## config.mk

```make
export PLATFORM = sky130hd
export DESIGN_NAME = alarm_controller_flat
export DESIGN_NICKNAME = d
export VERILOG_FILES = /design/src/rtl/alarm_controller_pkg.sv /design/src/rtl/alarm_controller_if.sv /design/src/rtl/alarm_controller_rise_detect.sv /design/src/rtl/alarm_controller.sv /design/src/flat_wrapper.sv
export SDC_FILE = /design/constraint.sdc
export NUM_CORES = 1
export LEC_CHECK = 0
export CAP_MARGIN = 25
export CORE_ASPECT_RATIO = 0.8
export CORE_MARGIN = 2
export CORE_UTILIZATION = 40
export CTS_CLUSTER_SIZE = 25
export DETAILED_ROUTE_END_ITERATION = 6
export SLEW_MARGIN = 20
export SYNTH_ARGS = -nofsm -noshare
export SYNTH_HDL_FRONTEND = slang
export SYNTH_SLANG_ARGS = --single-unit
```

## constraint.sdc

```tcl
create_clock -name clk -period 3.6 [get_ports clk]
set_input_delay 0.9 -clock clk [delete_from_list [all_inputs] [get_ports clk]]
set_output_delay 0.9 -clock clk [all_outputs]
set_load 0.005 [all_outputs]
```

## src/rtl/alarm_controller_pkg.sv

```systemverilog
// ============================================================================
// Module : alarm_controller_pkg
// Brief  : Shared alarm FSM state codes and counter-width helper.
// Rev    : 1.0
// ============================================================================
`default_nettype none

package alarm_controller_pkg;

    typedef enum logic [1:0] {
        S_DISARMED = 2'd0,
        S_ARMED    = 2'd1,
        S_RINGING  = 2'd2,
        S_SNOOZE   = 2'd3
    } alarm_state_t;

    // Width needed to hold the values 0..n inclusive.
    function automatic int cnt_width(input int n);
        return (n < 1) ? 1 : $clog2(n + 1);
    endfunction

endpackage

`default_nettype wire

```

## src/rtl/alarm_controller_if.sv

```systemverilog
// ============================================================================
// Module : alarm_controller_if
// Brief  : Tick/button/match inputs and buzzer/status outputs of the alarm FSM.
// Rev    : 1.0
// ============================================================================
`default_nettype none

interface alarm_controller_if;

    logic sec;
    logic min;
    logic match;
    logic arm_btn;
    logic snooze_btn;
    logic buzzer;
    logic armed;
    logic ringing;
    logic snoozing;

    modport master (
        output sec, min, match, arm_btn, snooze_btn,
        input  buzzer, armed, ringing, snoozing
    );

    modport slave (
        input  sec, min, match, arm_btn, snooze_btn,
        output buzzer, armed, ringing, snoozing
    );

endinterface

`default_nettype wire

```

## src/rtl/alarm_controller_rise_detect.sv

```systemverilog
// ============================================================================
// Module : alarm_controller_rise_detect
// Brief  : Rising-edge detector; history resets high so a held level never fires.
// Rev    : 1.0
// ============================================================================
`default_nettype none

module alarm_controller_rise_detect (
    input  wire logic clk,
    input  wire logic rst_n,
    input  wire logic in_i,
    output logic      rise_o
);

    logic in_q;

    always_ff @(posedge clk or negedge rst_n) begin
        if (!rst_n) begin
            in_q <= 1'b1;
        end else begin
            in_q <= in_i;
        end
    end

    assign rise_o = in_i & ~in_q;

endmodule

`default_nettype wire

```

## src/rtl/alarm_controller.sv

```systemverilog
// ============================================================================
// Module : alarm_controller
// Brief  : Alarm sequencer: arm/disarm, ring on match, limited snooze, timeout.
// Rev    : 1.0
// ============================================================================
`default_nettype none

module alarm_controller
    import alarm_controller_pkg::*;
#(
    parameter int RING_SECONDS   = 60,
    parameter int SNOOZE_MINUTES = 5,
    parameter int MAX_SNOOZE     = 3
) (
    input  wire logic          clk,
    input  wire logic          rst_n,
    alarm_controller_if.slave  bus
);

    localparam int RW = cnt_width(RING_SECONDS);
    localparam int MW = cnt_width(SNOOZE_MINUTES);
    localparam int SW = cnt_width(MAX_SNOOZE);

    localparam logic [RW-1:0] C_RING_LAST   = RW'(RING_SECONDS - 1);
    localparam logic [MW-1:0] C_SNOOZE_LAST = MW'(SNOOZE_MINUTES - 1);
    localparam logic [SW-1:0] C_SNOOZE_MAX  = SW'(MAX_SNOOZE);

    logic w_arm_rise;
    logic w_snooze_rise;
    logic w_match_rise;

    alarm_controller_rise_detect u_arm_rise (
        .clk    (clk),
        .rst_n  (rst_n),
        .in_i   (bus.arm_btn),
        .rise_o (w_arm_rise)
    );

    alarm_controller_rise_detect u_snooze_rise (
        .clk    (clk),
        .rst_n  (rst_n),
        .in_i   (bus.snooze_btn),
        .rise_o (w_snooze_rise)
    );

    alarm_controller_rise_detect u_match_rise (
        .clk    (clk),
        .rst_n  (rst_n),
        .in_i   (bus.match),
        .rise_o (w_match_rise)
    );

    alarm_state_t  state_q;
    logic [RW-1:0] ring_cnt_q;
    logic [MW-1:0] min_cnt_q;
    logic [SW-1:0] snooze_cnt_q;
    logic          phase_q;
    logic          buzzer_q;
    logic          armed_q;
    logic          ringing_q;
    logic          snoozing_q;

    // Outputs are loaded from the next state, so they move on the same edge as state_q.
    always_ff @(posedge clk or negedge rst_n) begin
        if (!rst_n) begin
            state_q      <= S_DISARMED;
            ring_cnt_q   <= '0;
            min_cnt_q    <= '0;
            snooze_cnt_q <= '0;
            phase_q      <= 1'b0;
            buzzer_q     <= 1'b0;
            armed_q      <= 1'b0;
            ringing_q    <= 1'b0;
            snoozing_q   <= 1'b0;
        end else begin
            case (state_q)
                S_DISARMED: begin
                    if (w_arm_rise) begin
                        state_q <= S_ARMED;
                        armed_q <= 1'b1;
                    end
                end

                S_ARMED: begin
                    if (w_arm_rise) begin
                        state_q <= S_DISARMED;
                        armed_q <= 1'b0;
                    end else if (w_match_rise) begin
                        state_q    <= S_RINGING;
                        ring_cnt_q <= '0;
                        phase_q    <= 1'b1;
                        buzzer_q   <= 1'b1;
                        ringing_q  <= 1'b1;
                    end
                end

                S_RINGING: begin
                    if (w_arm_rise) begin
                        state_q      <= S_ARMED;
                        snooze_cnt_q <= '0;
                        buzzer_q     <= 1'b0;
                        ringing_q    <= 1'b0;
                    end else if (w_snooze_rise && (snooze_cnt_q < C_SNOOZE_MAX)) begin
                        state_q      <= S_SNOOZE;
                        snooze_cnt_q <= snooze_cnt_q + SW'(1);
                        min_cnt_q    <= '0;
                        buzzer_q     <= 1'b0;
                        ringing_q    <= 1'b0;
                        snoozing_q   <= 1'b1;
                    end else if (bus.sec) begin
                        if (ring_cnt_q == C_RING_LAST) begin
                            state_q      <= S_ARMED;
                            snooze_cnt_q <= '0;
                            buzzer_q     <= 1'b0;
                            ringing_q    <= 1'b0;
                        end else begin
                            ring_cnt_q <= ring_cnt_q + RW'(1);
                            phase_q    <= ~phase_q;
                            buzzer_q   <= ~phase_q;
                        end
                    end
                end

                S_SNOOZE: begin
                    if (w_arm_rise) begin
                        state_q      <= S_ARMED;
                        snooze_cnt_q <= '0;
                        snoozing_q   <= 1'b0;
                    end else if (bus.min) begin
                        if (min_cnt_q == C_SNOOZE_LAST) begin
                            state_q    <= S_RINGING;
                            ring_cnt_q <= '0;
                            phase_q    <= 1'b1;
                            buzzer_q   <= 1'b1;
                            ringing_q  <= 1'b1;
                            snoozing_q <= 1'b0;
                        end else begin
                            min_cnt_q <= min_cnt_q + MW'(1);
                        end
                    end
                end

                default: begin
                    state_q    <= S_DISARMED;
                    buzzer_q   <= 1'b0;
                    armed_q    <= 1'b0;
                    ringing_q  <= 1'b0;
                    snoozing_q <= 1'b0;
                end
            endcase
        end
    end

    assign bus.buzzer   = buzzer_q;
    assign bus.armed    = armed_q;
    assign bus.ringing  = ringing_q;
    assign bus.snoozing = snoozing_q;

endmodule

`default_nettype wire

```

## src/flat_wrapper.sv

```systemverilog
// flat-port wrapper written by rule: the top's interface ports become plain ports
module alarm_controller_flat import alarm_controller_pkg::*;
#(
    parameter int RING_SECONDS   = 60,
    parameter int SNOOZE_MINUTES = 5,
    parameter int MAX_SNOOZE     = 3
)
  (clk, rst_n, bus_sec, bus_min, bus_match, bus_arm_btn, bus_snooze_btn, bus_buzzer, bus_armed, bus_ringing, bus_snoozing);
  alarm_controller_if bus_i ();
  input  wire logic clk;
  input  wire logic rst_n;
  input wire logic [$bits(bus_i.sec)-1:0] bus_sec;
  input wire logic [$bits(bus_i.min)-1:0] bus_min;
  input wire logic [$bits(bus_i.match)-1:0] bus_match;
  input wire logic [$bits(bus_i.arm_btn)-1:0] bus_arm_btn;
  input wire logic [$bits(bus_i.snooze_btn)-1:0] bus_snooze_btn;
  output wire logic [$bits(bus_i.buzzer)-1:0] bus_buzzer;
  output wire logic [$bits(bus_i.armed)-1:0] bus_armed;
  output wire logic [$bits(bus_i.ringing)-1:0] bus_ringing;
  output wire logic [$bits(bus_i.snoozing)-1:0] bus_snoozing;
  assign bus_i.sec = bus_sec;
  assign bus_i.min = bus_min;
  assign bus_i.match = bus_match;
  assign bus_i.arm_btn = bus_arm_btn;
  assign bus_i.snooze_btn = bus_snooze_btn;
  assign bus_buzzer = bus_i.buzzer;
  assign bus_armed = bus_i.armed;
  assign bus_ringing = bus_i.ringing;
  assign bus_snoozing = bus_i.snoozing;
  alarm_controller #(.RING_SECONDS(RING_SECONDS), .SNOOZE_MINUTES(SNOOZE_MINUTES), .MAX_SNOOZE(MAX_SNOOZE)) u_core (.clk(clk), .rst_n(rst_n), .bus(bus_i));
endmodule
```

==> reports/qor.yml <==
hold_path:
  holdPathEnd: "u_core.snooze_cnt_q[0]"
  hp-start: "u_core.snooze_cnt_q[0]"
  hold_path_class: "reg2reg"
  hold_depth: 1
setup_path:
  critPathKind: "in2reg"
  path_buf_inv: 1
  crit_chain: "clkdlybuf4s50_1 > nor2b_1 > a311oi_1 > a22o_1 > mux2_2"
  reg2reg_slack_ns: 1.37
  cp_slowest_cell: "nor2b_1"
  slowest_delay_ns: 0.76
  cp.arrival_ns: 2.98
  crit_fanout: 16
  cp-end-kind: "flip-flop"
  reg2regPathDepth: 6
  start_kind: "input port"
  critPathRequiredTime_ns: 3.75
  crit_cells: 5
  r2r_end: "u_core.min_cnt_q[2]"
  r2r_start: "u_core.state_q[0]"
  cp_top_family: "simple AND/OR/NAND/NOR gates"
yosys:
  synth_area_um2: 1340
  synth_nets: 155
  yosysMostFrequentCell: "dfrtp_1"
  yosysSeqAreaShare_pct: 39.5
  ys.flop_type: "dfrtp_1"
  ys_warn_count: 0
  synthCells: 139
  synthTopCellsByArea: "dfrtp_1, ha_1, dfstp_2"
  synth_top_area_cell: "dfrtp_1"
  syn_area_per_cell_um2: 9.65
  synth_top_area_share_pct: 33.6
  synth.distinct_cells: 48
  synth_edf_count: 0
  synth_common_cells: "dfrtp_1, o21ai_0, nand2_1"
  synth_seq_cells: 21
  synth_async_sr_flop_share_pct: 100
power_and_ir_drop:
  leakagePower_nw: 0.616
  ir_drop_uv: 420
  powerDensity_nw_per_um2: 666
sta:
  rsz0062_at_grt: "no"
  maxSlewViolCount: 0
  period_needed_ns: 2.83
  max_freq_mhz: 354
  worst_pin_slew_ns: 0.946
  maxSlewHeadroom_pct: 36.8
  fin_worst_skew_ns: 0.00322
  finalSetupViolCount: 0
  final_hold_viol_count: 0
  tns_ns: 0
  period_share_pct: 78.5
final_layout:
  drive_above_1_share_pct: 11.4
  nets: 166
  instances_no_fill: 189
  n_fill_cell: 306
  antenna_cells: 0
  area_growth_pct: 14.0
cts:
  root_buffer: "clkbuf_8"
  cts.sinks: 21
  clockBufferDepth: 2
  post_cts_buffers: 0
  cts.reportedPaths.clkPinSlew_ns: 0.08
  cts_hold_buf: 0
  clock_latency_ns: 0.26
  cts_buffers: 3
  cts_resized: 0
  htree_levels: 1
  cts_tree: "done"
placement:
  portBuffers: 10
  dp.cells: 184
  hpwl_um: 2080
  gp_congestion: 0.905
floorplan:
  core_area_um2: 3150
  die_h_um: 55.8
  io_pins: 11
  die_width_um: 68.7
  die_area_um2: 3840
  rows: 18
  initial_utilization_pct: 42.5
grt:
  grt_antenna_before_repair: 0
  grt_overflow: 0
  grt_pass1_wl_um: 5290
  grt_use_total_pct: 17.8
  grt_max_degree: 24
  grt_pass1_vias: 1102
drt:
  num_vias: 1088
  dr.pass1.iters: 4
  ant_nets: 0
  routed_wl_um: 2970
  vias_per_cell: 5.76
  wire_per_inst_um: 15.7
  drtIter0Drc: 53
  drc: 0
job:
  maxCapViolations: 0
status:
  status: "complete, no violations"
-- flip-flops by register name, summed over array words and instances (netlist names) --
| register | count |
|---|---|
| u_core.bus.armed | 1 |
| u_core.bus.buzzer | 1 |
| u_core.bus.ringing | 1 |
| u_core.bus.snoozing | 1 |
| u_core.min_cnt_q | 3 |
| u_core.phase_q | 1 |
| u_core.ring_cnt_q | 6 |
| u_core.snooze_cnt_q | 2 |
| u_core.state_q | 2 |
| u_core.u_arm_rise.in_q | 1 |
| u_core.u_match_rise.in_q | 1 |
| u_core.u_snooze_rise.in_q | 1 |
-- worst reg2reg max path, cell delays in order, from the launching register on --
cell and delay, ns:
dfrtp_1 0.44, inv_1 0.13, ha_1 0.68, nand2b_1 0.14
a21boi_0 0.20, nor3b_1 0.35, mux2i_1 0.22
-- cells in the final DEF (no fill, tap or decap), types with 2 or more instances in the layout --
cell             count
nand3b_1             2
nand3_1              5
ha_1                 9
a21oi_1              3
nand2b_1             5
mux2i_1              3
a21boi_0             2
buf_4                3
dfstp_2              3
o21ai_0             12
a31oi_1              2
o31ai_1              4
a22o_1               2
clkdlybuf4s50_1     10
o21a_1               2
nor2b_1              3
o41ai_1              2
nor2_1               2
nor3_1               2
o311ai_0             2
clkbuf_8             3
nor4_1               2
or2_2                2
nand2_1             11
dfrtp_1             18
inv_1                8
nand4_1              2
a221oi_1             2
nor3b_1              2
-- metrics by stage --
stage	hold WS, ns	instance area [µm²]	util (%)	worst slack (ns)	power (W)
final	0.492	1530	48.5	0.773	0.00102
after global placement	0.469	1470	46.7	0.596	0.000844
after floorplan	0.457	1340	-	1.24	0.000695
after detailed placement	0.484	1470	46.7	0.497	0.000859
after global routing	0.522	1530	48.5	0.555	0.00112
after CTS	0.496	1520	48.1	0.781	0.00102
-- layout make-up --
cell class	instances	area (µm²)	share of cell area, %
tap	40	50.0	3.27
multi-input combinational	102	741	48.4
inverter	8	30.0	1.96
sequential	21	529	34.6
timing repair buffer	14	134	8.76
clock buffer	4	45.0	2.95
-- layer usage --
| layer | up-vias | share of wire (%) | global-route usage, % |
|---|---|---|---|
| li1 | 540 | - | - |
| met1 | 526 | 51 | 27.5 |
| met2 | 20 | 43 | 25.5 |
| met3 | 2 | 4.7 | 4.25 |
| met4 | 0 | 0.47 | 2.52 |
| met5 | - | 0 | 0 |
-- power by group --
group / switching, W / internal [W] / total, W
clock: 0.0000795 / 0.0000789 / 0.000158
combinational: 0.000273 / 0.000220 / 0.000493
sequential: 0.0000599 / 0.000306 / 0.000366
-- cell families (layout without fill, tap and decap cells) --
kind of cell | after synthesis | count (layout) | synth area share, %
adder cells (fa/ha/maj) | 9 | 9 | 8.40
buffers and inverters | 16 | 26 | 5.32
AO/OA/AOI/OAI | 43 | 43 | 23.5
AND/OR/NAND/NOR | 46 | 46 | 20.2
flip-flops | 21 | 21 | 39.5
multiplexers | 4 | 4 | 3.08
-- worst max-delay path by stage --
stage	start	end	slack, ns
2_1_floorplan	bus_arm_btn	u_core.ring_cnt_q[5]	1.24
3_5_place_dp	bus_arm_btn	u_core.state_q[1]	0.50
4_1_cts	bus_arm_btn	u_core.ring_cnt_q[0]	0.78
5_1_grt	bus_arm_btn	u_core.ring_cnt_q[0]	0.55
3_3_place_gp	bus_arm_btn	u_core.state_q[1]	0.60
6_report	bus_arm_btn	u_core.state_q[1]	0.77
Power figures use the tool's default switching activity.
